## config.mk

```make
export PLATFORM = sky130hd
export DESIGN_NAME = spi_adc_scan
export DESIGN_NICKNAME = d
export VERILOG_FILES = /design/src/rtl/spi_adc_scan.sv
export SDC_FILE = /design/constraint.sdc
export NUM_CORES = 1
export LEC_CHECK = 0
export CORE_MARGIN = 5
export CORE_UTILIZATION = 60
export DETAILED_ROUTE_END_ITERATION = 8
export PLACE_DENSITY = 0.77
export SLEW_MARGIN = 30
export SYNTH_ARGS = -nofsm -noshare
export SYNTH_HDL_FRONTEND = slang
export SYNTH_SLANG_ARGS = --single-unit
```

## constraint.sdc

```tcl
create_clock -name Xin -period 3.5 [get_ports Xin]
set_input_delay 0.35 -clock Xin [delete_from_list [all_inputs] [get_ports Xin]]
set_output_delay 0.35 -clock Xin [all_outputs]
set_load 0.01 [all_outputs]
```

## src/rtl/spi_adc_scan.sv

```systemverilog
// spi_adc_scan: SPI A/D scan controller for up to 8 ADC128S-style devices.
// Runs single conversions or hardware scans (optionally continuous) into an
// on-chip result buffer that the CPU reads over the 8-bit I/O bus.
`timescale 1ns/1ps
module spi_adc_scan #(
  parameter int N_DEV   = 4,
  parameter int N_IN    = 8,
  parameter int RES     = 12,
  parameter int DIV_RST = 5
) (
  input  logic             Xin,
  input  logic             nRESET,
  input  logic             cs,
  input  logic             wr,
  input  logic             rd,
  input  logic [2:0]       addr,
  input  logic [7:0]       wdata,
  output logic [7:0]       rdata,
  output logic             SCLK,
  output logic             MOSI,
  input  logic             MISO,
  output logic [N_DEV-1:0] nCS,
  output logic             busy,
  output logic             irq
);

  localparam logic [2:0] S_IDLE  = 3'd0;
  localparam logic [2:0] S_SETUP = 3'd1;
  localparam logic [2:0] S_SHIFT = 3'd2;
  localparam logic [2:0] S_HOLD  = 3'd3;
  localparam logic [2:0] S_STORE = 3'd4;
  localparam logic [2:0] S_GAP   = 3'd5;

  localparam logic [3:0] NDEV_W   = 4'(N_DEV);
  localparam logic [3:0] NIN_W    = 4'(N_IN);
  localparam logic [2:0] LAST_DEV = 3'(N_DEV - 1);
  localparam logic [2:0] LAST_IN  = 3'(N_IN - 1);
  localparam logic [5:0] LAST_IDX = 6'(N_DEV * N_IN - 1);
  localparam logic [5:0] NIN6     = 6'(N_IN);

  // FSM / frame datapath state
  logic [2:0]     state_q, state_d;
  logic [8:0]     cnt_q, cnt_d;     // Xin cycles left in current phase/half-period
  logic [7:0]     dl_q, dl_d;       // DIV latched at frame start
  logic [4:0]     hp_q, hp_d;       // SCLK half-period index within SHIFT
  logic [RES-1:0] sh_q, sh_d;       // MISO shift register, keeps the last RES bits
  logic [2:0]     dev_q, dev_d;
  logic [2:0]     in_q, in_d;
  logic           scan_q, scan_d;
  logic           cont_q, cont_d;

  // CPU-visible registers
  logic [7:0]     div_q, div_d;
  logic [5:0]     ridx_q, ridx_d;
  logic           done_q, done_d;
  logic           ovr_q, ovr_d;
  logic [3:0]     hi_q, hi_d;
  logic [7:0]     rdata_q, rdata_d;

  // Result buffer sized to the full 6-bit index space; unused entries stay 0.
  logic [11:0]    buf_q [64];

  logic [7:0]  div_eff;
  logic [8:0]  div_m1, half_m1, gap_m1;
  logic        cmd_wr, cmd_ok, start;
  logic        store, last_ch, more, pass_end, frame_act;
  logic [5:0]  chan_idx;
  logic [11:0] res12, rd_word;

  assign div_eff  = (div_q == 8'd0) ? 8'd1 : div_q;
  assign div_m1   = {1'b0, div_eff} - 9'd1;
  assign half_m1  = {1'b0, dl_q} - 9'd1;
  assign gap_m1   = {dl_q, 1'b0} - 9'd1;

  assign cmd_wr   = cs && wr && (addr == 3'd0);
  assign cmd_ok   = ({1'b0, wdata[5:3]} < NDEV_W) && ({1'b0, wdata[2:0]} < NIN_W);
  assign start    = cmd_wr && (state_q == S_IDLE) && cmd_ok;

  assign store    = (state_q == S_STORE);
  assign last_ch  = (dev_q == LAST_DEV) && (in_q == LAST_IN);
  // A CMD write landing on the final STORE already counts as the stop request.
  assign more     = scan_q && (!last_ch || (cont_q && !cmd_wr));
  assign pass_end = store && (!scan_q || last_ch);
  assign chan_idx = 6'(dev_q) * NIN6 + 6'(in_q);
  assign res12    = 12'(sh_q);

  assign frame_act = (state_q == S_SETUP) || (state_q == S_SHIFT) || (state_q == S_HOLD);

  // Next-state logic for the frame sequencer
  always_comb begin
    state_d = state_q;
    cnt_d   = cnt_q;
    dl_d    = dl_q;
    hp_d    = hp_q;
    sh_d    = sh_q;
    dev_d   = dev_q;
    in_d    = in_q;
    scan_d  = scan_q;
    cont_d  = cont_q;
    case (state_q)
      S_IDLE: begin
        if (start) begin
          state_d = S_SETUP;
          dl_d    = div_eff;
          cnt_d   = div_m1;
          scan_d  = wdata[6];
          cont_d  = wdata[6] & wdata[7];
          dev_d   = wdata[6] ? 3'd0 : wdata[5:3];
          in_d    = wdata[6] ? 3'd0 : wdata[2:0];
        end
      end
      S_SETUP: begin
        if (cnt_q == 9'd0) begin
          state_d = S_SHIFT;
          hp_d    = 5'd0;
          cnt_d   = half_m1;
        end else begin
          cnt_d = cnt_q - 9'd1;
        end
      end
      S_SHIFT: begin
        if (cnt_q == 9'd0) begin
          cnt_d = half_m1;
          // Leaving an even (low) half-period is an SCLK rising edge.
          if (!hp_q[0]) sh_d = {sh_q[RES-2:0], MISO};
          if (hp_q == 5'd31) state_d = S_HOLD;
          else               hp_d    = hp_q + 5'd1;
        end else begin
          cnt_d = cnt_q - 9'd1;
        end
      end
      S_HOLD: begin
        if (cnt_q == 9'd0) state_d = S_STORE;
        else               cnt_d   = cnt_q - 9'd1;
      end
      S_STORE: begin
        if (more) begin
          state_d = S_GAP;
          cnt_d   = gap_m1;
          if (in_q == LAST_IN) begin
            in_d  = 3'd0;
            dev_d = (dev_q == LAST_DEV) ? 3'd0 : dev_q + 3'd1;
          end else begin
            in_d  = in_q + 3'd1;
          end
        end else begin
          state_d = S_IDLE;
        end
      end
      S_GAP: begin
        if (cnt_q == 9'd0) begin
          state_d = S_SETUP;
          dl_d    = div_eff;
          cnt_d   = div_m1;
        end else begin
          cnt_d = cnt_q - 9'd1;
        end
      end
      default: state_d = S_IDLE;
    endcase
    if (cmd_wr && (state_q != S_IDLE) && cont_q) cont_d = 1'b0;
  end

  // Frame sequencer registers
  always_ff @(posedge Xin or negedge nRESET) begin
    if (!nRESET) begin
      state_q <= S_IDLE;
      cnt_q   <= '0;
      dl_q    <= 8'd1;
      hp_q    <= '0;
      sh_q    <= '0;
      dev_q   <= '0;
      in_q    <= '0;
      scan_q  <= 1'b0;
      cont_q  <= 1'b0;
    end else begin
      state_q <= state_d;
      cnt_q   <= cnt_d;
      dl_q    <= dl_d;
      hp_q    <= hp_d;
      sh_q    <= sh_d;
      dev_q   <= dev_d;
      in_q    <= in_d;
      scan_q  <= scan_d;
      cont_q  <= cont_d;
    end
  end

  // Buffer read port; a STORE to the index being read is forwarded.
  always_comb begin
    rd_word = '0;
    if (store && (chan_idx == ridx_q)) rd_word = res12;
    else if (ridx_q <= LAST_IDX)       rd_word = buf_q[ridx_q];
  end

  // CPU register file: writes, reads, flag set/clear priority
  always_comb begin
    div_d   = div_q;
    ridx_d  = ridx_q;
    done_d  = done_q;
    ovr_d   = ovr_q;
    hi_d    = hi_q;
    rdata_d = rdata_q;
    if (cs && wr) begin
      case (addr)
        3'd1:    div_d  = wdata;
        3'd5:    ridx_d = wdata[5:0];
        default: ;
      endcase
    end
    if (cs && rd) begin
      case (addr)
        3'd1: rdata_d = div_q;
        3'd2: begin
          rdata_d = {2'b00, ovr_q, done_q, dev_q, busy};
          done_d  = 1'b0;
          ovr_d   = 1'b0;
        end
        3'd3: begin
          rdata_d = rd_word[7:0];
          hi_d    = rd_word[11:8];
        end
        3'd4: begin
          rdata_d = {4'h0, hi_q};
          ridx_d  = (ridx_q >= LAST_IDX) ? 6'd0 : ridx_q + 6'd1;
        end
        3'd5:    rdata_d = {2'b00, ridx_q};
        default: rdata_d = 8'h00;
      endcase
    end
    // Set events override a coincident STATUS-read clear.
    if (cmd_wr && ((state_q == S_IDLE) ? !cmd_ok : !cont_q)) ovr_d = 1'b1;
    if (pass_end) done_d = 1'b1;
    // A completing single conversion points RIDX at its own result.
    if (store && !scan_q) ridx_d = chan_idx;
  end

  // CPU register file registers
  always_ff @(posedge Xin or negedge nRESET) begin
    if (!nRESET) begin
      div_q   <= 8'(DIV_RST);
      ridx_q  <= '0;
      done_q  <= 1'b0;
      ovr_q   <= 1'b0;
      hi_q    <= '0;
      rdata_q <= '0;
    end else begin
      div_q   <= div_d;
      ridx_q  <= ridx_d;
      done_q  <= done_d;
      ovr_q   <= ovr_d;
      hi_q    <= hi_d;
      rdata_q <= rdata_d;
    end
  end

  // Result buffer write on STORE
  always_ff @(posedge Xin or negedge nRESET) begin
    if (!nRESET) begin
      for (int i = 0; i < 64; i++) buf_q[i] <= '0;
    end else if (store) begin
      buf_q[chan_idx] <= res12;
    end
  end

  // Device select: exactly one line low while a frame is on the wire
  always_comb begin
    nCS = '1;
    for (int d = 0; d < N_DEV; d++)
      if (frame_act && (dev_q == 3'(d))) nCS[d] = 1'b0;
  end

  // SCLK low on even half-periods; MOSI carries A2..A0 on falls 3..5
  always_comb begin
    SCLK = (state_q == S_SHIFT) ? hp_q[0] : 1'b1;
    MOSI = 1'b0;
    if (state_q == S_SHIFT) begin
      case (hp_q[4:1])
        4'd2:    MOSI = in_q[2];
        4'd3:    MOSI = in_q[1];
        4'd4:    MOSI = in_q[0];
        default: MOSI = 1'b0;
      endcase
    end
  end

  assign busy  = (state_q != S_IDLE);
  assign irq   = done_q;
  assign rdata = rdata_q;

endmodule

```

Word-level counts from Yosys, hierarchy flattened --
Cells that the tools add are included.
Operators by class: add/subtract/negate cells 9, order comparisons 6, eq/ne operators 29, mux-type cells 63, bitwise gates (word level) 4, reduce and logical (&&, ||, !) cells 58
Operators by type and width (count):
- $bwmux 768 | 1
- $bmux 12 s6 | 1
- $demux 12 s6 | 1
- $mux 12 | 5
- $mux 3 | 16
- $mux 9 | 5
- $pmux 9 s5 | 1
- $pmux 8 s5 | 1
- $mux 6 | 6
- $mux 8 | 3
- $logic_and 1x1->1 | 19
- $eq 3x2->1 const B | 6
- $pmux 3 s6 | 1
- $reduce_bool 2->1 | 9
- $sub 8x1->9 const B | 2
- $sub 9x1->9 const B | 2
- $pmux 8 s2 | 1
- $eq 3x3->1 const B | 5
- $mux 5 | 3
- $ge 7x7->1 const B | 2
- $mux 1 | 14
- $not 6->7 | 2
- $ne 2x2->1 const B | 6
- $pmux 3 s2 | 2
- other kinds (30) | 55
Storage, ports and cells: register bits 841, input bits 17, output and inout port bits 16, word-level logic and storage cells 248

Depth between registers and ports, before layout --
depth after elaboration 8, depth in mapped cells 10, depth with buffers taken out 9

Least setup slack after synthesis --
No wires, ideal clock.
path kind reg2reg, start point reg ridx_q[0], end point reg rdata_q[2], in the netlist rdata[2], setup time 0.126 ns, arrival time 2.111 ns, data required time 3.374 ns, slack 1.263 ns, stages on the path, launching flop included 9, buffers on the path 4, period minus slack after synthesis 2.237 ns, path through dfrtp_1 > buf_2 > buf_6 > buf_6 > buf_2 > mux4_2 > nand2_1 > a31oi_1 > a221o_1
On the way: word-level cells in the longest chain between the ends 7, elaborated cells between the ends (all ways) 10, classes of those cells order compare: 1; eq/ne: 1; mux: 6; bitwise: 1; reduce/logical: 1
Ends and longest elaborated chain:
- from (decl) | line 54 | logic [5:0] ridx_q, ridx_d;
- from (signal assigned) | line 249 | ridx_q <= ridx_d;
- $not 6->7 (not written as such) | line 193 | else if (ridx_q <= LAST_IDX) rd_word = buf_q[ridx_q];
- $bmux 12 s6 | line 193
- $mux 12 (not written as such) (2 in series) | line 193
- $mux 12 | line 193
- $mux 12 * | line 192 | if (store && (chan_idx == ridx_q)) rd_word = res12;
- $pmux 8 s5 * | line 212 | case (addr)
- to (signal assigned) | line 253 | rdata_q <= rdata_d;
- to (decl) | line 58 | logic [7:0] rdata_q, rdata_d;
Every way passes the cells marked *; elsewhere a longest branch is shown, timed or not. The select of a mux whose other input is x is not followed. A chain may end at the register's enable or synchronous reset.

Worst setup path in the final report --
start point reg state_q[1], end point out MOSI
On the way: word-level cells in the longest chain between the ends 2
Ends and longest elaborated chain:
- from (decl) | line 42 | logic [2:0] state_q, state_d;
- from (signal assigned) | line 177 | state_q <= state_d;
- $eq 3x2->1 | line 277 | if (state_q == S_SHIFT) begin
- $mux 1 | line 277
- to (decl) | line 20 | output logic MOSI,
Every way passes these cells.

==> key figures <==
Worst setup path
  • WP data required: 3.15 ns
  • Start point of the critical path: state_q[1]
  • Top delay family on crit path: simple AND/OR/NAND/NOR gates
  • CP bufs+invs: 2
  • Crit Reg-Reg Endpoint: rdata[2]
  • Critical R2R Launch: ridx_q[1]
  • CP Capture Type: primary output
  • R2R depth: 6
  • Worst path cell trace: buf_4 > or3b_2 > nor3_1 > clkdlybuf4s50_1
  • Arr. time, crit path: 2.88 ns
  • Startpoint Class: flip-flop
  • End point of the critical path: MOSI
  • CP Class: flip-flop to primary output
  • Worst Path Max Fanout: 16
  • Critical Path Max Stage Delay: 0.64 ns
  • Reg2reg setup slack: 0.66 ns
  • CP max-delay cell: clkdlybuf4s50_1
  • Levels on crit path: 4

Route
  • Vias per inst: 6.60
  • Final WL: 53.6 mm
  • Drt first-iter violations: 1088
  • Pre-antenna DRT Iters: 5
  • Drt drc: 0
  • Drt wl/cell: 25.2 um
  • Number of routed nets with antenna violations: 0
  • Via count: 14058

STA
  • Total negative slack: 0 ns
  • Slew headroom: 0.488
  • Worst Clk Skew: 0.0253 ns
  • Post-layout minimum cycle time: 3.23 ns
  • Endpoints failing setup: 0
  • Tcrit/Tclk final: 0.922
  • Slew of the pin with the lowest slew margin: 0.766 ns
  • Slew Limit Fails: 0
  • Maximum clock frequency: 310 MHz
  • Final hold viol count: 0
  • RSZ-0062 raised after global routing: false
  • Final hold slack: 0.381 ns

Place
  • GPL Wtd Cong: 0.939
  • PortBufs: 32
  • Detailed placement HPWL: 34.9 mm
  • Placed cell count: 2045

Clock network
  • Htree depth: 2
  • Clk slew on worst S/H paths: 0.06 ns
  • Num CTS Buffers: 48
  • Post-CTS Resized: 0
  • Deepest clock path buffer count: 3
  • CTS sink count: 457
  • Root Buffer: clkbuf_16
  • Clk_lat worst skew: 0.58 ns
  • CTS tree: built

Yosys
  • Syn Std Cell Area: 0.0221 mm2
  • Synth Area per Inst: 13.4 um2
  • FF+latch count, synth: 457
  • Synth unique cells: 69
  • YS warnings: 0
  • Synth Instances: 1652
  • Most frequent cell after synthesis: dfrtp_1
  • Cell taking the most area after synthesis: dfrtp_1
  • Main area contributors after synthesis: dfrtp_1 51%, mux2_2 21%, mux4_2 11%, clkbuf_1 2.1%, nand2_1 1.8%
  • Primary FF master, synth: dfrtp_1
  • Asr flop ratio synth: 1.00
  • Sequential area share after synthesis: 0.517
  • Synth Net Count: 1681
  • Post-synth top cells: 454 x dfrtp_1, 411 x mux2_2, 126 x clkbuf_1, 106 x nand2_1, 104 x mux4_2
  • Synth top area share: 0.513
  • EDFF count, synth: 0

Floorplanning
  • # rows: 70
  • Die Height: 202 um
  • Initial Utilization: 0.606
  • Die X-Extent: 202 um
  • Die Area: 0.0408 mm2
  • Placeable core area: 0.0365 mm2
  • Ports: 33

Global routing
  • Gr usage total: 0.268
  • Number of global-route vias before repair: 14570
  • Grt ovf: 0
  • First-pass GRT wire length: 85.7 mm
  • Initial antenna violation count: 0
  • Largest net degree at the start of global routing: 89

Finish
  • Non-Filler Instances: 2131
  • P&R area growth vs syn: 10.3%
  • Share of cells above drive strength 1: 0.403
  • # nets final: 1657
  • N_diodes: 0

Pwr
  • Leakage: 0.0114 uW
  • VDD IR max: 0.356 mV
  • Power Density: 587 mW/mm2

Job
  • Max cap viols: 0

Hold path
  • Worst hold path class: input pin to async pin

Status
  • Status: finished clean
[power breakdown]
group          switching, uW  internal (uW)  total, uW
combinational           1960           1420       3380
sequential               580           5530       6110
clock                   2050           2780       4830
[metrics by stage]
| step | total power [uW] | setup slack (ns) | cell area (um2) | util |
|---|---|---|---|---|
| floorplan | 8330 | 1.26 | 22100 | - |
| global placement | 9500 | 0.558 | 22900 | 0.628 |
| detailed placement | 9530 | 0.538 | 22900 | 0.628 |
| CTS | 14400 | 0.291 | 24400 | 0.668 |
| global route | 14900 | 0.232 | 24400 | 0.668 |
| finish | 14300 | 0.272 | 24400 | 0.668 |
[layout make-up]
class / instances / area, um2
timing repair buffer: 91 / 896
clock buffer: 75 / 1380
fill: 2556 / 12100
sequential: 457 / 11500
clock inverter: 10 / 92.6
tap: 468 / 586
inverter: 17 / 63.8
multi-input combinational: 1013 / 9940
[cells by family after synthesis]
family          Yosys count  synth area share
mux                     530             0.322
flops                   457             0.517
simple gates            290            0.0641
buf+inv                 182            0.0348
compound gates          164            0.0493
xor+xnor                 17           0.00672
fa+ha+maj                12           0.00678
[how the worst min path moves through the flow]
stage                start          to  slack [ns]  cells after the start
global route          MISO    res12[0]        0.41                      2
floorplan           nRESET  buf_q[384]        0.05                      0
CTS                   MISO    res12[0]        0.37                      2
finish              nRESET    cnt_q[6]        0.38                      2
detailed placement  nRESET    cnt_q[6]        0.42                      1
global placement    nRESET    cnt_q[5]        0.40                      1
[sequential cells by signal (all words and copies together) (netlist names), 3 cells and up]
signal   count
buf_q      384
cnt_q        9
dev_q        3
div_q        8
dl_q         8
hi_q         4
hp_q         5
in_q         3
rdata        8
res12       12
ridx_q       6
state_q      3
[timing repair]
item                                   in CTS  in global routing
endpoints found under the hold margin      77                  0
buffers inserted                            0                  0
hold buffers                                1                  0
[cell usage in the layout (no fill, tap or decap), drive strengths merged, types with 10 or more instances in the layout]
cell type / count
o22ai: 16
clkbuf: 75
inv: 16
mux2i: 14
xnor2: 12
a21oi: 30
mux4: 104
ha: 12
nor4: 10
nor2: 64
clkdlybuf4s50: 31
o21ai: 45
nand3: 21
nor3: 28
buf: 59
mux2: 412
dfrtp: 454
nand2: 107
nor2b: 11
[routing by layer]
metal	wire, um	global-route usage	share of wire	up-vias
met4	1830	0.0875	0.034	0
met3	3700	0.0531	0.069	119
li1	-	-	-	6021
met5	0	0	0	-
met2	25400	0.421	0.47	498
met1	22600	0.384	0.42	7420
(Power assumes the default switching activity.)
